## src/rtl/sat_counter.sv

```systemverilog
`default_nettype none
// ============================================================================
// Module      : sat_counter
// Description : Saturating up-counter with synchronous clear. Clear has
//               priority over increment. Synchronous active-low reset.
// Revision    : 1.0 - initial release
// ============================================================================
module sat_counter #(
  parameter int CNT_W = 16
) (
  input  logic             clk,
  input  logic             rst,
  input  logic             inc,
  input  logic             clr,
  output logic [CNT_W-1:0] count
);

  // Count up to all-ones and hold; clear overrides a coincident increment
  always_ff @(posedge clk) begin
    if (!rst) begin
      count <= '0;
    end else if (clr) begin
      count <= '0;
    end else if (inc && (count != '1)) begin
      count <= count + CNT_W'(1);
    end
  end

endmodule : sat_counter
`default_nettype wire

```

## config.mk

```make
export PLATFORM = sky130hd
export DESIGN_NAME = sat_counter
export DESIGN_NICKNAME = d
export VERILOG_FILES = /design/src/rtl/sat_counter.sv
export SDC_FILE = /design/constraint.sdc
export NUM_CORES = 1
export LEC_CHECK = 0
export BUFFER_PORTS_ARGS = -buffer_cell sky130_fd_sc_hd__clkbuf_2
export CAP_MARGIN = 10
export CORE_UTILIZATION = 49
export DETAILED_ROUTE_END_ITERATION = 12
export HOLD_SLACK_MARGIN = 0.1
export PLACE_DENSITY = 0.74
export SETUP_SLACK_MARGIN = 0.15
export SLEW_MARGIN = 20
export SYNTH_ARGS = -nofsm -noshare
export SYNTH_HDL_FRONTEND = slang
export SYNTH_SLANG_ARGS = --single-unit
```

## constraint.sdc

```tcl
create_clock -name clk -period 2.3 [get_ports clk]
set_input_delay 0 -clock clk [delete_from_list [all_inputs] [get_ports clk]]
set_output_delay 0 -clock clk [all_outputs]
set_load 0.03 [all_outputs]
```

==> impl_metrics.py, run 1 <==
metrics = {
    "die": {
        "num_rows": 14,
        "ioPinCount": 20,
        "die_h_um": 44.0,
        "initial_core_util_pct": 54.8,
        "core_sq_mm": 0.00158,
        "die_w_um": 44.0,
        "die_area_sq_mm": 0.00194,
    },
    "yosys": {
        "synth_top_area_share_pct": 37.0,
        "syn_nets": 96,
        "synth_ff_type": "dfxtp_1",
        "netlist_instances": 91,
        "synthTopCellsByCount": "dfxtp_1 (16), nor2_1 (10), nand2_1 (5)",
        "async_flop_share_pct": 0,
        "synth_edf_count": 0,
        "synth.distinct_cells": 38,
        "synth_seq_cells": 16,
        "synth_warnings": 0,
        "syn-mean-instance-area_sq_um": 9.50,
        "synth.most_common_cell": "dfxtp_1",
        "yosys-top-cells-area": "dfxtp_1 (37%), nand4_4 (4.9%), nor2_1 (4.3%), o41ai_4 (3.2%), xor2_1 (3.0%)",
        "yosysSeqAreaShare_pct": 37.0,
        "synth_top_area_cell": "dfxtp_1",
        "synthesis.area_sq_um": 865,
    },
    "global_routing": {
        "grt_usage_pct": 23.8,
        "overflow": 0,
        "grt_max_degree": 12,
        "grt_pass1_vias": 748,
        "antenna_found_initial": 0,
        "grt_pass1_wl_mm": 3.39,
    },
    "pwr": {
        "max-vdd-ir-drop_uv": 350,
        "leakagePower_nw": 0.420,
        "p_total_w": 0.000452,
        "power_density_mw_per_mm2": 444,
    },
    "worst_hold_path": {
        "hp-class": "in2reg",
    },
    "cells_and_area": {
        "area_growth_pct": 17.8,
        "largest_reg_flops": 16,
        "final_cell_area_sq_mm": 0.00102,
        "drive_gt1_share_pct": 26.3,
        "seq_area_sq_um": 320,
        "top_register": "count",
        "fillCellCount": 141,
        "n_antenna_cell": 0,
        "largestRegisters": "count (16)",
        "nNetsFinal": 121,
        "multi_input_comb_area_sq_um": 533,
    },
    "run_status": {
        "status": "finished, final reports clean",
    },
    "sta": {
        "tns_ps": 0,
        "worst_pin_slew_ps": 515,
        "timing.hold.ws_ps": 165,
        "fin_worst_skew_ps": 1.92,
        "timing.final.ws_setup_ps": 626,
        "max_freq_ghz": 0.597,
        "hold_violations": 0,
        "fin_crit_ps": 1670,
        "relSlewSlack_pct": 65.5,
        "setup_violations": 0,
        "min_period_over_period_pct": 72.8,
        "maxSlewViolCount": 0,
        "grt_setup_unrepaired": "no",
    },
    "clocking": {
        "clk_path_buf_depth": 2,
        "clkTransAtPathRegs_ps": 90,
        "cts_resized": 0,
        "cts_tree": "built",
        "clock_sinks": 16,
        "cts_max_level": 1,
        "cts_made_buffers": 3,
        "insertion_delay_ps": 290,
        "root_buffer": "clkbuf_4",
    },
    "detailed_routing": {
        "dr_wl_met3_um": 63,
        "drcViolationCount": 0,
        "via_per_inst": 6.26,
        "drt_first_pass_iters": 4,
        "routed.top_layer": "met4",
        "wirelength_mm": 1.90,
        "via_count": 814,
        "post_drt_wl_per_cell_um": 14.6,
        "antenna_left": 0,
        "drt-met1-wl_um": 873,
        "route.met2.wl_um": 922,
        "drtIter0Drc": 24,
    },
    "worst_setup_path": {
        "crit_chain": "ha_1 -> and4_2 -> o311ai_2 -> o31a_1 -> o21a_1",
        "worstPathArrival_ps": 1870,
        "worstSetupEndpointType": "flop",
        "path_class": "reg2reg",
        "crit_fanout": 6,
        "max_stage_delay_ps": 400,
        "required_ps": 2490,
        "slowest_stage": "dfxtp_1",
        "start_kind": "flop",
    },
    "placement": {
        "port-buffer-count": 19,
        "post_dp_cell_area_sq_um": 976,
        "place_congestion": 0.753,
        "post-place-ws_ps": 679,
        "hpwl_mm": 1.34,
    },
    "job": {
        "drv_cap": 0,
    },
}
==> worst max-delay path, delay by kind of cell, from the launching register on <==
kind / cells / cell delay [ps]
compound gates: 3 / 640
fa+ha+maj: 1 / 220
flops: 1 / 400
simple gates: 1 / 310
==> cell families after synthesis <==
| family | share of synthesized area, % |
|---|---|
| AND/OR/NAND/NOR | 33.6 |
| AO/OA/AOI/OAI | 21.4 |
| XOR/XNOR | 4.05 |
| multiplexers | 1.16 |
| buffers and inverters | 1.30 |
| flip-flops | 37.0 |
| adder cells (fa/ha/maj) | 1.45 |
==> final cells by class <==
class / count / area share, %
sequential: 16 / 31.4
tap: 16 / 1.97
multi-input combinational: 72 / 52.3
timing repair buffer: 21 / 11.3
inverter: 2 / 0.737
clock buffer: 3 / 2.21
==> cell usage in the layout (no fill, tap or decap), drive strengths merged <==
cell type | synthesis | layout
a21oi | 4 | 4
a41oi | 1 | 1
and2 | 3 | 3
and3 | 1 | 1
and4 | 3 | 3
clkbuf | 1 | 22
dfxtp | 16 | 16
dlygate4sd3 | 0 | 2
ha | 1 | 1
inv | 2 | 2
mux2i | 1 | 1
nand2 | 5 | 5
nand2b | 2 | 2
nand3 | 5 | 5
nand4 | 4 | 4
nor2 | 10 | 10
nor2b | 1 | 1
nor3 | 2 | 2
nor3b | 1 | 1
nor4 | 3 | 3
o2111ai | 1 | 1
o211a | 1 | 1
o211ai | 1 | 1
o21a | 1 | 1
o21ai | 4 | 4
o311ai | 3 | 3
o31a | 1 | 1
o31ai | 2 | 2
o41ai | 3 | 3
or3 | 2 | 2
or4 | 2 | 2
xnor2 | 1 | 1
xor2 | 3 | 3
==> repair_timing <==
action | 4_1_cts | 5_1_grt
hold buffers | 2 | 0
buffers inserted | 0 | 0
hold endpoints to repair | 8 | 0
==> per-stage QoR <==
stage          utilization (%)  cells
4_1_cts                   64.6    130
3_3_place_gp              61.9    125
2_1_floorplan                -     91
3_5_place_dp              61.9    125
5_1_grt                   64.6    130
6_report                  64.6    130
==> report_power, final <==
| group | switching, W | internal, W | total (W) |
|---|---|---|---|
| Clock | 0.0000888 | 0.0000610 | 0.000150 |
| Sequential | 0.00000151 | 0.000278 | 0.000280 |
| Combinational | 0.0000127 | 0.00000972 | 0.0000224 |
| Total | 0.000103 | 0.000349 | 0.000452 |
==> layer usage <==
| layer | GRT usage (%) | up-vias |
|---|---|---|
| li1 | - | 401 |
| met1 | 30.1 | 384 |
| met2 | 39.1 | 24 |
| met3 | 3.75 | 5 |
| met4 | 11.5 | 0 |
| met5 | 0 | - |
==> worst paths after layout <==
check | slack (ps) | startpoint | depth (start not counted) | endpoint
min | 170 | rst | 3 | count[12]
max | 630 | count[0] | 5 | count[14]
min reg2reg | 530 | count[5] | 2 | count[5]
max reg2reg | 630 | count[0] | 5 | count[14]
Note: power is estimated with default switching activity, not from simulation.
==> run 2, diff against run 1 <==
Clock period 2.3 ns to 1.7 ns, I/O delays scaled along.
==> impl_metrics.py, run 2 (same netlist as run 1, synthesis figures left out) <==
metrics = {
    "clocking": {
        "cts_max_level": 1,
        "clkTransAtPathRegs_ps": 90,
        "cts_tree": "built",
        "cts_made_buffers": 3,
        "root_buffer": "clkbuf_4",
        "clk_path_buf_depth": 2,
        "clock_sinks": 16,
        "insertion_delay_ps": 290,
    },
    "cells_and_area": {
        "seq_area_sq_um": 345,
        "mostFrequentLayoutCell": "clkbuf_2",
        "multi_input_comb_area_sq_um": 567,
        "fillCellCount": 134,
        "largest_reg_flops": 16,
        "top_register": "count",
        "final_util_pct": 69.0,
        "largestRegisters": "count (16)",
        "nNetsFinal": 122,
        "n_antenna_cell": 0,
        "area_growth_pct": 25.9,
        "layout.cells.most_common_list": "clkbuf_2 (19), dfxtp_2 (14), nor2_1 (10), nand2_1 (5)",
        "drive_gt1_share_pct": 42.2,
    },
    "die": {
        "die_w_um": 44.0,
        "core_sq_mm": 0.00158,
        "die_h_um": 44.0,
        "ioPinCount": 20,
        "num_rows": 14,
        "initial_core_util_pct": 54.8,
        "die_area_sq_mm": 0.00194,
    },
    "global_routing": {
        "grt_pass1_wl_mm": 3.33,
        "antenna_found_initial": 0,
        "grt_usage_pct": 23.3,
        "grt_max_degree": 12,
        "overflow": 0,
        "grt_pass1_vias": 749,
    },
    "worst_hold_path": {
        "min_from": "rst",
        "worst_hold_path.endpoint": "count[14]",
        "hp-class": "in2reg",
        "hold_depth": 3,
    },
    "worst_setup_path": {
        "worstSetupEndpointType": "flop",
        "crit_chain": "ha_4 -> and4_4 -> o311ai_2 -> o31a_1 -> o21a_1",
        "critPathTopFamily": "compound AO/OA/AOI/OAI gates",
        "reg2reg_from": "count[0]",
        "start_kind": "flop",
        "rrSetupSlack_ps": 200,
        "worstPathArrival_ps": 1690,
        "path_class": "reg2reg",
        "crit_fanout": 6,
        "cp_num_buf_inv": 0,
        "required_ps": 1890,
        "worstRegToRegCells": 5,
        "max_stage_delay_ps": 390,
        "rr_endpoint": "count[14]",
        "slowest_stage": "dfxtp_4",
    },
    "detailed_routing": {
        "antenna_left": 0,
        "via_per_inst": 6.21,
        "via_count": 820,
        "wirelength_mm": 1.98,
        "drt_first_pass_iters": 6,
        "drtIter0Drc": 12,
        "drcViolationCount": 0,
        "post_drt_wl_per_cell_um": 15.0,
    },
    "run_status": {
        "status": "finished, final reports clean",
    },
    "placement": {
        "hpwl_mm": 1.37,
        "place_congestion": 0.749,
        "port-buffer-count": 19,
    },
    "pwr": {
        "power_density_mw_per_mm2": 571,
        "max-vdd-ir-drop_uv": 490,
        "leakagePower_nw": 0.449,
        "p_total_w": 0.000621,
    },
    "job": {
        "drv_cap": 0,
    },
    "sta": {
        "fin_crit_ps": 1500,
        "setup_violations": 0,
        "max_freq_ghz": 0.665,
        "tns_ps": 0,
        "hold_violations": 0,
        "grt_setup_unrepaired": "yes",
        "fin_worst_skew_ps": 4.46,
        "min_period_over_period_pct": 88.5,
        "worst_pin_slew_ps": 486,
        "maxSlewViolCount": 0,
        "relSlewSlack_pct": 67.6,
    },
}
-- run 2: changes by cell type in the layout (fill, tap and decap cells not counted), sizes merged --
cell and change:
buf +1, clkbuf +1
-- run 2: repair_timing --
| action | CTS | global route |
|---|---|---|
| endpoints found under the setup margin | 1 | 9 |
| setup buffers | 0 | 1 |
| endpoints found under the hold margin | 8 | 0 |
| hold buffers | 2 | 0 |
| resized for setup | 1 | 6 |
| pin swaps | 0 | 3 |
-- run 2: cell type report --
cell class / count / area share (%)
multi-input combinational: 72 / 52.1
clock buffer: 4 / 2.41
timing repair buffer: 22 / 11.3
sequential: 16 / 31.7
inverter: 2 / 0.690
tap: 16 / 1.84
-- run 2: through the flow --
step,hold WS (ps),instance area [sq um],setup WS [ps],cells
6_report,157,1090,195,132
3_5_place_dp,361,1000,157,125
2_1_floorplan,176,890,139,91
3_3_place_gp,357,1000,178,125
5_1_grt,158,1090,127,132
4_1_cts,150,1050,174,131
-- run 2: how the worst max path moves through the flow --
stage               startpoint         to  cells after the start
global route          count[0]  count[14]                      5
global placement      count[0]  count[14]                      5
finish                count[0]  count[14]                      5
detailed placement    count[0]  count[14]                      5
floorplan             count[0]  count[14]                      5
CTS                   count[0]  count[14]                      5
-- run 2: where the power goes --
part           internal (W)   total, W  leakage, nW  switching [W]
Combinational     0.0000135  0.0000319        0.297      0.0000184
Clock             0.0000913   0.000213       0.0150       0.000122
Sequential         0.000374   0.000377        0.138     0.00000275
-- run 2: worst reg2reg max path: cells and delay by family, from the launching register on --
family / cells / cell delay [ps]
AOI/OAI and AO/OA: 3 / 610
adders and majority gates: 1 / 150
DFF: 1 / 390
and+or+nand+nor: 1 / 250
-- run 2: per-layer routing --
layer | wire, um | GRT usage, % | up-vias
li1 | - | - | 407
met1 | 874 | 29.7 | 385
met4 | 0 | 3.64 | 0
met2 | 1010 | 39.1 | 28
met5 | 0 | 0 | -
met3 | 100 | 7.50 | 0
